## src/rtl/pipelined_csel_subtractor_pkg.sv

```systemverilog
// Shared constants and types for the pipelined carry-select subtractor.
// Latency: n/a (declarations only).
// Backpressure: n/a.
package pipelined_csel_subtractor_pkg;

  // Default datapath width; must be even and at least 4.
  localparam int DEF_WIDTH = 32;

  // Bits handled by each pipeline stage.
  function automatic int half_width(input int w);
    return w / 2;
  endfunction

  localparam int DEF_LO = half_width(DEF_WIDTH);

  // Result beat at the default width, for consumers of the unit.
  typedef struct packed {
    logic [DEF_WIDTH-1:0] diff;
    logic                 bout;
    logic                 ovf;
  } result_t;

endpackage

```

## src/rtl/carry_select_adder.sv

```systemverilog
// Carry-select adder: sum = a + b + cin, upper half precomputed for both carries.
// Latency: combinational.
// Backpressure: none (pure datapath).
module carry_select_adder #(
  parameter int WIDTH = 16
) (
  input  logic [WIDTH-1:0] a,
  input  logic [WIDTH-1:0] b,
  input  logic             cin,
  output logic [WIDTH-1:0] sum,
  output logic             cout
);

  localparam int H = WIDTH / 2;
  localparam int U = WIDTH - H;

  logic [H:0] lo_sum;
  logic [U:0] hi_sum0;
  logic [U:0] hi_sum1;

  assign lo_sum  = {1'b0, a[H-1:0]} + {1'b0, b[H-1:0]} + {{H{1'b0}}, cin};
  assign hi_sum0 = {1'b0, a[WIDTH-1:H]} + {1'b0, b[WIDTH-1:H]};
  // Adding one cannot overflow U+1 bits: the largest hi_sum0 is 2^(U+1)-2.
  assign hi_sum1 = hi_sum0 + {{U{1'b0}}, 1'b1};

  assign {cout, sum} = lo_sum[H] ? {hi_sum1, lo_sum[H-1:0]}
                                 : {hi_sum0, lo_sum[H-1:0]};

endmodule

```

## src/rtl/pipelined_csel_subtractor.sv

```systemverilog
// Two-stage subtractor diff = a - b - bin with borrow-out and signed overflow.
// Latency: 2 cycles from accept to out_valid; one result per cycle when unstalled.
// Backpressure: out_ready low holds the output; in_ready drops once stage 1 is full.
module pipelined_csel_subtractor
  import pipelined_csel_subtractor_pkg::*;
#(
  parameter int WIDTH = DEF_WIDTH
) (
  input  logic             clk,
  input  logic             rst,
  input  logic             in_valid,
  output logic             in_ready,
  input  logic [WIDTH-1:0] a,
  input  logic [WIDTH-1:0] b,
  input  logic             bin,
  output logic             out_valid,
  input  logic             out_ready,
  output logic [WIDTH-1:0] diff,
  output logic             bout,
  output logic             ovf
);

  localparam int LO = half_width(WIDTH);

  // Stage-1 bank: finished low half plus the operands the high half still needs.
  typedef struct packed {
    logic [LO-1:0] d_lo;
    logic          c_mid;
    logic [LO-1:0] a_hi;
    logic [LO-1:0] nb_hi;
  } s1_t;

  typedef struct packed {
    logic [WIDTH-1:0] diff;
    logic             bout;
    logic             ovf;
  } res_t;

  s1_t  s1_q;
  logic s1_valid;
  res_t res_q;
  logic res_valid;

  logic s2_ready;
  logic s1_adv;
  logic accept;

  // a - b - bin is computed as a + ~b + ~bin; the low half runs in stage 1.
  logic [LO-1:0] lo_sum;
  logic          lo_cout;

  carry_select_adder #(.WIDTH(LO)) u_lo (
    .a    (a[LO-1:0]),
    .b    (~b[LO-1:0]),
    .cin  (~bin),
    .sum  (lo_sum),
    .cout (lo_cout)
  );

  // High half precomputed for both carry-ins; the registered c_mid picks one.
  logic [LO-1:0] hi_sum0;
  logic [LO-1:0] hi_sum1;
  logic          hi_cout0;
  logic          hi_cout1;

  carry_select_adder #(.WIDTH(LO)) u_hi0 (
    .a    (s1_q.a_hi),
    .b    (s1_q.nb_hi),
    .cin  (1'b0),
    .sum  (hi_sum0),
    .cout (hi_cout0)
  );

  carry_select_adder #(.WIDTH(LO)) u_hi1 (
    .a    (s1_q.a_hi),
    .b    (s1_q.nb_hi),
    .cin  (1'b1),
    .sum  (hi_sum1),
    .cout (hi_cout1)
  );

  res_t          s2_next;
  logic [LO-1:0] d_hi;
  logic          c_out;

  // Select the high half and form the result flags for stage 2.
  always_comb begin
    d_hi           = s1_q.c_mid ? hi_sum1  : hi_sum0;
    c_out          = s1_q.c_mid ? hi_cout1 : hi_cout0;
    s2_next        = '0;
    s2_next.diff   = {d_hi, s1_q.d_lo};
    // No carry out of a + ~b + ~bin means the subtraction borrowed.
    s2_next.bout   = ~c_out;
    // Overflow: operand signs differ and the result sign differs from a.
    s2_next.ovf    = (s1_q.a_hi[LO-1] != ~s1_q.nb_hi[LO-1]) &&
                     (d_hi[LO-1] != s1_q.a_hi[LO-1]);
  end

  assign s2_ready = !res_valid || out_ready;
  assign s1_adv   = s1_valid && s2_ready;
  assign in_ready = !s1_valid || s2_ready;
  assign accept   = in_valid && in_ready;

  // Stage 1: capture low-half result and high-half operands on accept.
  always_ff @(posedge clk) begin
    if (rst) begin
      s1_valid <= 1'b0;
      s1_q     <= '0;
    end else if (accept) begin
      s1_valid    <= 1'b1;
      s1_q.d_lo   <= lo_sum;
      s1_q.c_mid  <= lo_cout;
      s1_q.a_hi   <= a[WIDTH-1:LO];
      s1_q.nb_hi  <= ~b[WIDTH-1:LO];
    end else if (s1_adv) begin
      s1_valid <= 1'b0;
    end
  end

  // Stage 2: load the finished result; keep data after consumption.
  always_ff @(posedge clk) begin
    if (rst) begin
      res_valid <= 1'b0;
      res_q     <= '0;
    end else if (s1_adv) begin
      res_valid <= 1'b1;
      res_q     <= s2_next;
    end else if (out_ready) begin
      res_valid <= 1'b0;
    end
  end

  assign out_valid = res_valid;
  assign diff      = res_q.diff;
  assign bout      = res_q.bout;
  assign ovf       = res_q.ovf;

endmodule

```

## config.mk

```make
export PLATFORM = sky130hd
export DESIGN_NAME = pipelined_csel_subtractor
export DESIGN_NICKNAME = d
export VERILOG_FILES = /design/src/rtl/pipelined_csel_subtractor_pkg.sv /design/src/rtl/carry_select_adder.sv /design/src/rtl/pipelined_csel_subtractor.sv
export SDC_FILE = /design/constraint.sdc
export NUM_CORES = 1
export LEC_CHECK = 0
export BUFFER_PORTS_ARGS = -buffer_cell sky130_fd_sc_hd__buf_2
export CAP_MARGIN = 0
export CORE_MARGIN = 3
export CORE_UTILIZATION = 55
export DETAILED_ROUTE_END_ITERATION = 12
export GPL_TIMING_DRIVEN = 0
export PLACE_DENSITY = 0.8
export SKIP_CTS_REPAIR_TIMING = 1
export SLEW_MARGIN = 20
export SYNTH_ARGS = -nofsm -noshare
export SYNTH_HDL_FRONTEND = slang
export SYNTH_SLANG_ARGS = --single-unit
```

## constraint.sdc

```tcl
create_clock -name clk -period 3.9 [get_ports clk]
set_input_delay 0.78 -clock clk [delete_from_list [all_inputs] [get_ports clk]]
set_output_delay 0.78 -clock clk [all_outputs]
set_load 0.005 [all_outputs]
```

* After elaboration in Yosys (flattened, before gate mapping) *
Index checks and enable logic that the tools add are counted.

word-level totals
  bits in registers = 85
  bits of input ports = 69
  output and inout bits = 36
  logic and storage cells = 42

operators by class
  add/subtract/negate cells = 8
  eq/ne operators = 2
  multiplexer cells = 9
  bitwise gates (word level) = 5
  reductions and logical operators = 9

operators with widths
  cell                                                           number
  17-bit two-way mux                                             3
  8-bit by 8-bit adder with 9-bit output                         4
  16-bit NOT                                                     2
  9-bit by 1-bit adder with 9-bit output, second input constant  3
  16-bit two-way mux                                             1
  9-bit by 1-bit adder with 9-bit output                         1
  1-bit two-way mux                                              5
  2-bit nonzero test                                             2
  1-bit logical AND                                              3
  1-bit NOT                                                      3
  1-bit zero test                                                2
  1-bit logical OR                                               2
  1-bit != test                                                  2

* Logic depth before layout (Yosys ltp) *
  word-level depth = 6
  gate-level depth with buffers = 12
  depth with buffers taken out = 11

* Cells and area by module *
Synthesis repeated with hierarchy kept, for this count alone.

unflattened totals
  cells, all modules = 671
  area total of the unflattened synthesis = 5906.9 µm²

by module, submodules not included
  module                          times used  cells an instance  area an instance (µm²)
  pipelined_csel_subtractor       1           391                3500.9
  carry_select_adder (u_hi1 ...)  2           94                 799.5
  carry_select_adder (u_hi0)      1           92                 807.0

* Worst setup path before layout *
Ideal clock, no wire load.

  path kind = input to register
  start = input a[0]
  end = register s1_q[47] in the netlist's numbering
  setup time = 0.086 ns
  data arrival time = 3.147 ns
  required time = 3.814 ns
  path slack = 0.667 ns
  stages = 11
  cells stage by stage = inv_1 -> fa_1 -> fa_1 -> nor2b_1 -> o21ai_0 -> a21boi_0 -> o21ai_0 -> a2111o_1 -> nand3b_1 -> xor2_1 -> a211oi_1

on the way
  cells in the longest elaborated chain, start to end = 3

ends and longest elaborated chain
  item                                    line                             text
  from (decl)                             pipelined_csel_subtractor.sv:13  input logic [WIDTH-1:0] a,
  8-bit by 8-bit adder with 9-bit output  carry_select_adder.sv:21         assign lo_sum = {1'b0, a[H-1:0]} + {1'b0, b[H-1:0]} + {{H{1'b0}}, cin};
  9-bit by 1-bit adder with 9-bit output  carry_select_adder.sv:21
  17-bit two-way mux                      carry_select_adder.sv:26         assign {cout, sum} = lo_sum[H] ? {hi_sum1, lo_sum[H-1:0]}
  to (decl)                               pipelined_csel_subtractor.sv:39  s1_t s1_q;

No other way between the ends.
A chain may end at the register's enable or synchronous reset.

* Worst setup path in the final report *
  start = input a[0]
  end = register s1_q[48] in the netlist's numbering

The elaborated chain is that of the path after synthesis.

==> results.py <==
metrics = {
    "run_status": {
        "status": "complete, no violations",
    },
    "die": {
        "die-height_microns": 100,
        "core_sq_mm": 0.00842,
        "die_w_microns": 100,
        "initial_core_util": 0.579,
        "rows": 33,
        "io_pins": 105,
        "die-area_sq_mm": 0.0100,
    },
    "sta": {
        "setup_viol": 0,
        "slew_headroom": 0.569,
        "skew_ns": 0.0131,
        "hold_viol": 0,
        "worstMarginPinSlew_ns": 0.647,
        "setup_tns_ns": 0,
        "max_freq_mhz": 300,
        "rsz0062_at_grt": "no",
        "fin_crit_sh": 0.855,
        "hold_slack_ns": 0.455,
        "drv_slew": 0,
        "fin_crit_ns": 3.34,
    },
    "global_route": {
        "grt_pass1_wl_microns": 19800,
        "use_met1": 0.297,
        "gr-usage-met3": 0.0473,
        "grt_util_all_layers": 0.245,
        "grt_pass1_vias": 4476,
        "antenna_found_initial": 0,
        "use_met2": 0.433,
        "grt-ovfl-total": 0,
        "top_usage_layer": "met2",
        "grt_max_degree": 16,
    },
    "cells_and_area": {
        "multiInputGateArea_sq_mm": 0.00293,
        "fillers": 734,
        "seqCellArea_sq_mm": 0.00170,
        "final_cell_mix": "buf_2, nand2_1, dfxtp_1, a21oi_1, nor2_1",
        "drive_gt1_frac": 0.203,
        "layout.nets": 814,
        "layout_commonest_cell": "buf_2",
        "final_util": 0.682,
        "syn_to_final_growth_pct": 17.8,
        "diodes": 0,
    },
    "logic_synthesis": {
        "ys.flop_type": "dfxtp_1",
        "syn_area_per_cell_sq_um": 8.23,
        "synthCells": 592,
        "synth_cell_types": 59,
        "yosysSeqAreaShare": 0.349,
        "ys_warn_count": 0,
        "synth_nets": 700,
        "ys_ff_latch": 85,
        "synthesis.area_sq_mm": 0.00487,
        "synth-edff-count": 0,
        "ys_async_sr_fraction": 0,
    },
    "place": {
        "io_buffers": 103,
        "place.gp.congestion": 0.909,
        "hpwl_microns": 9300,
    },
    "clock_tree": {
        "cts_buffers": 9,
        "clkTransAtPathRegs_ns": 0.08,
        "clock-sinks": 85,
        "root_buffer": "clkbuf_8",
        "cts_tree": "done",
        "cts_max_path_buffers": 2,
        "htreeDepth": 3,
        "clk_latency_ns": 0.35,
    },
    "route": {
        "first_iter_violations": 192,
        "routed_wl_microns": 12000,
        "post_drt_wl_per_cell_microns": 14.7,
        "num_vias": 4541,
        "firstDrtPassIters": 4,
        "ant_nets": 0,
        "post_drt_via_cell_ratio": 5.57,
        "drc": 0,
    },
    "critical_path": {
        "crit_slowest_cell": "a211oi_1",
        "crit_fanout": 4,
        "cp_cell_sequence": "buf_2 -> inv_1 -> fa_1 -> fa_1 -> nor2b_1 -> o21ai_0 -> a21boi_0 -> o21ai_0 -> a211oi_1 -> nand4_1 -> xor2_1 -> a211oi_1",
        "start_kind": "input pin",
        "worst_path_dominant_cell_family": "compound AO/OA/AOI/OAI gates",
        "slowest_delay_ns": 0.50,
        "worst_ep_arrival_time_ns": 3.60,
        "worst_ep_required_time_ns": 4.16,
        "path_buf_inv": 2,
        "crit_path_end_kind": "flip-flop",
        "criticalPathCategory": "in2reg",
        "reg2reg_setup_slack_ns": 0.75,
    },
    "power_and_ir_drop": {
        "p_leak_uw": 0.00255,
        "power_density_mw_per_mm2": 372,
        "irDropWorstVdd_uv": 234,
    },
    "min_path": {
        "hold_path_class": "reg2reg",
    },
    "job": {
        "drv_cap": 0,
    },
}
sequential cells by signal, indices dropped and copies added (netlist names):
register,flops
s1_q,49
diff,32
bout,1
out_valid,1
ovf,1
s1_valid,1
cell usage after synthesis, types with 3 or more instances:
cell	instances	area, sq um
nand2_1	95	357
dfxtp_1	85	1700
a21oi_1	63	315
nor2_1	52	195
a211oi_1	35	263
ha_1	34	425
inv_1	32	120
clkbuf_1	23	86.3
xnor2_1	22	193
o21ai_0	15	75.1
nand3_1	12	60.1
xor2_1	11	96.3
nor2b_1	8	50.1
a21o_1	7	52.6
nor3_1	6	30.0
fa_1	5	100
nand3b_1	5	37.5
nor3b_1	5	37.5
o21a_1	5	37.5
a211oi_2	4	50.1
buf_1	4	15.0
and3_1	3	18.8
mux2i_1	3	30.0
nand2b_1	3	18.8
o21ai_1	3	15.0
o21bai_1	3	22.5
or2_2	3	18.8
power by group:
part / internal (uW) / switching [uW] / total [uW]
registers: 927 / 36.2 / 964
clock network: 365 / 330 / 695
logic: 210 / 268 / 478
total: 1500 / 634 / 2140
path summary, 6_finish.rpt:
kind | start | depth (start not counted) | to
hold reg to reg | s1_q[38] | 2 | diff[5]
setup reg to reg | s1_q[0] | 11 | bout
setup / recovery | a[0] | 12 | s1_q[48]
hold / removal | s1_q[38] | 2 | diff[5]
area by class of cell:
class / count / share of cell area
timing repair buffer: 103 / 0.0898
inverter: 32 / 0.0209
clock inverter: 6 / 0.0168
sequential: 85 / 0.296
tap: 105 / 0.0229
multi-input combinational: 445 / 0.510
clock buffer: 9 / 0.0216
buffer: 30 / 0.0214
kinds of logic after synthesis:
group	Yosys count	share of synthesized area
AO/OA/AOI/OAI	156	0.215
XOR/XNOR	34	0.0639
adder cells (fa/ha/maj)	39	0.108
buffers and inverters	62	0.0498
flip-flops	85	0.349
multiplexers	4	0.00847
AND/OR/NAND/NOR	212	0.206
worst reg2reg max path, stage by stage (launching register included):
cell	delay, ns
dfxtp_1	0.32
ha_1	0.23
fa_1	0.44
a21o_1	0.20
a2111oi_0	0.49
nor2_1	0.15
a21oi_2	0.31
and4_1	0.27
buf_6	0.16
nor3_2	0.08
a21o_1	0.18
a311oi_1	0.24
through the flow:
stage | worst slack, ns | cells | total power (uW) | area, sq um
global route | 0.305 | 815 | 2250 | 5740
CTS | 0.573 | 815 | 2150 | 5740
floorplan | 0.667 | 592 | 1320 | 4870
finish | 0.564 | 815 | 2140 | 5740
global placement | 0.369 | 800 | 1440 | 5520
detailed placement | 0.211 | 800 | 1460 | 5520
metal layers:
metal | vias up | wire length, microns
li1 | 2280 | -
met1 | 2104 | 5070
met2 | 136 | 5910
met3 | 21 | 776
met4 | 0 | 199
met5 | - | 0
(Power assumes the default switching activity.)
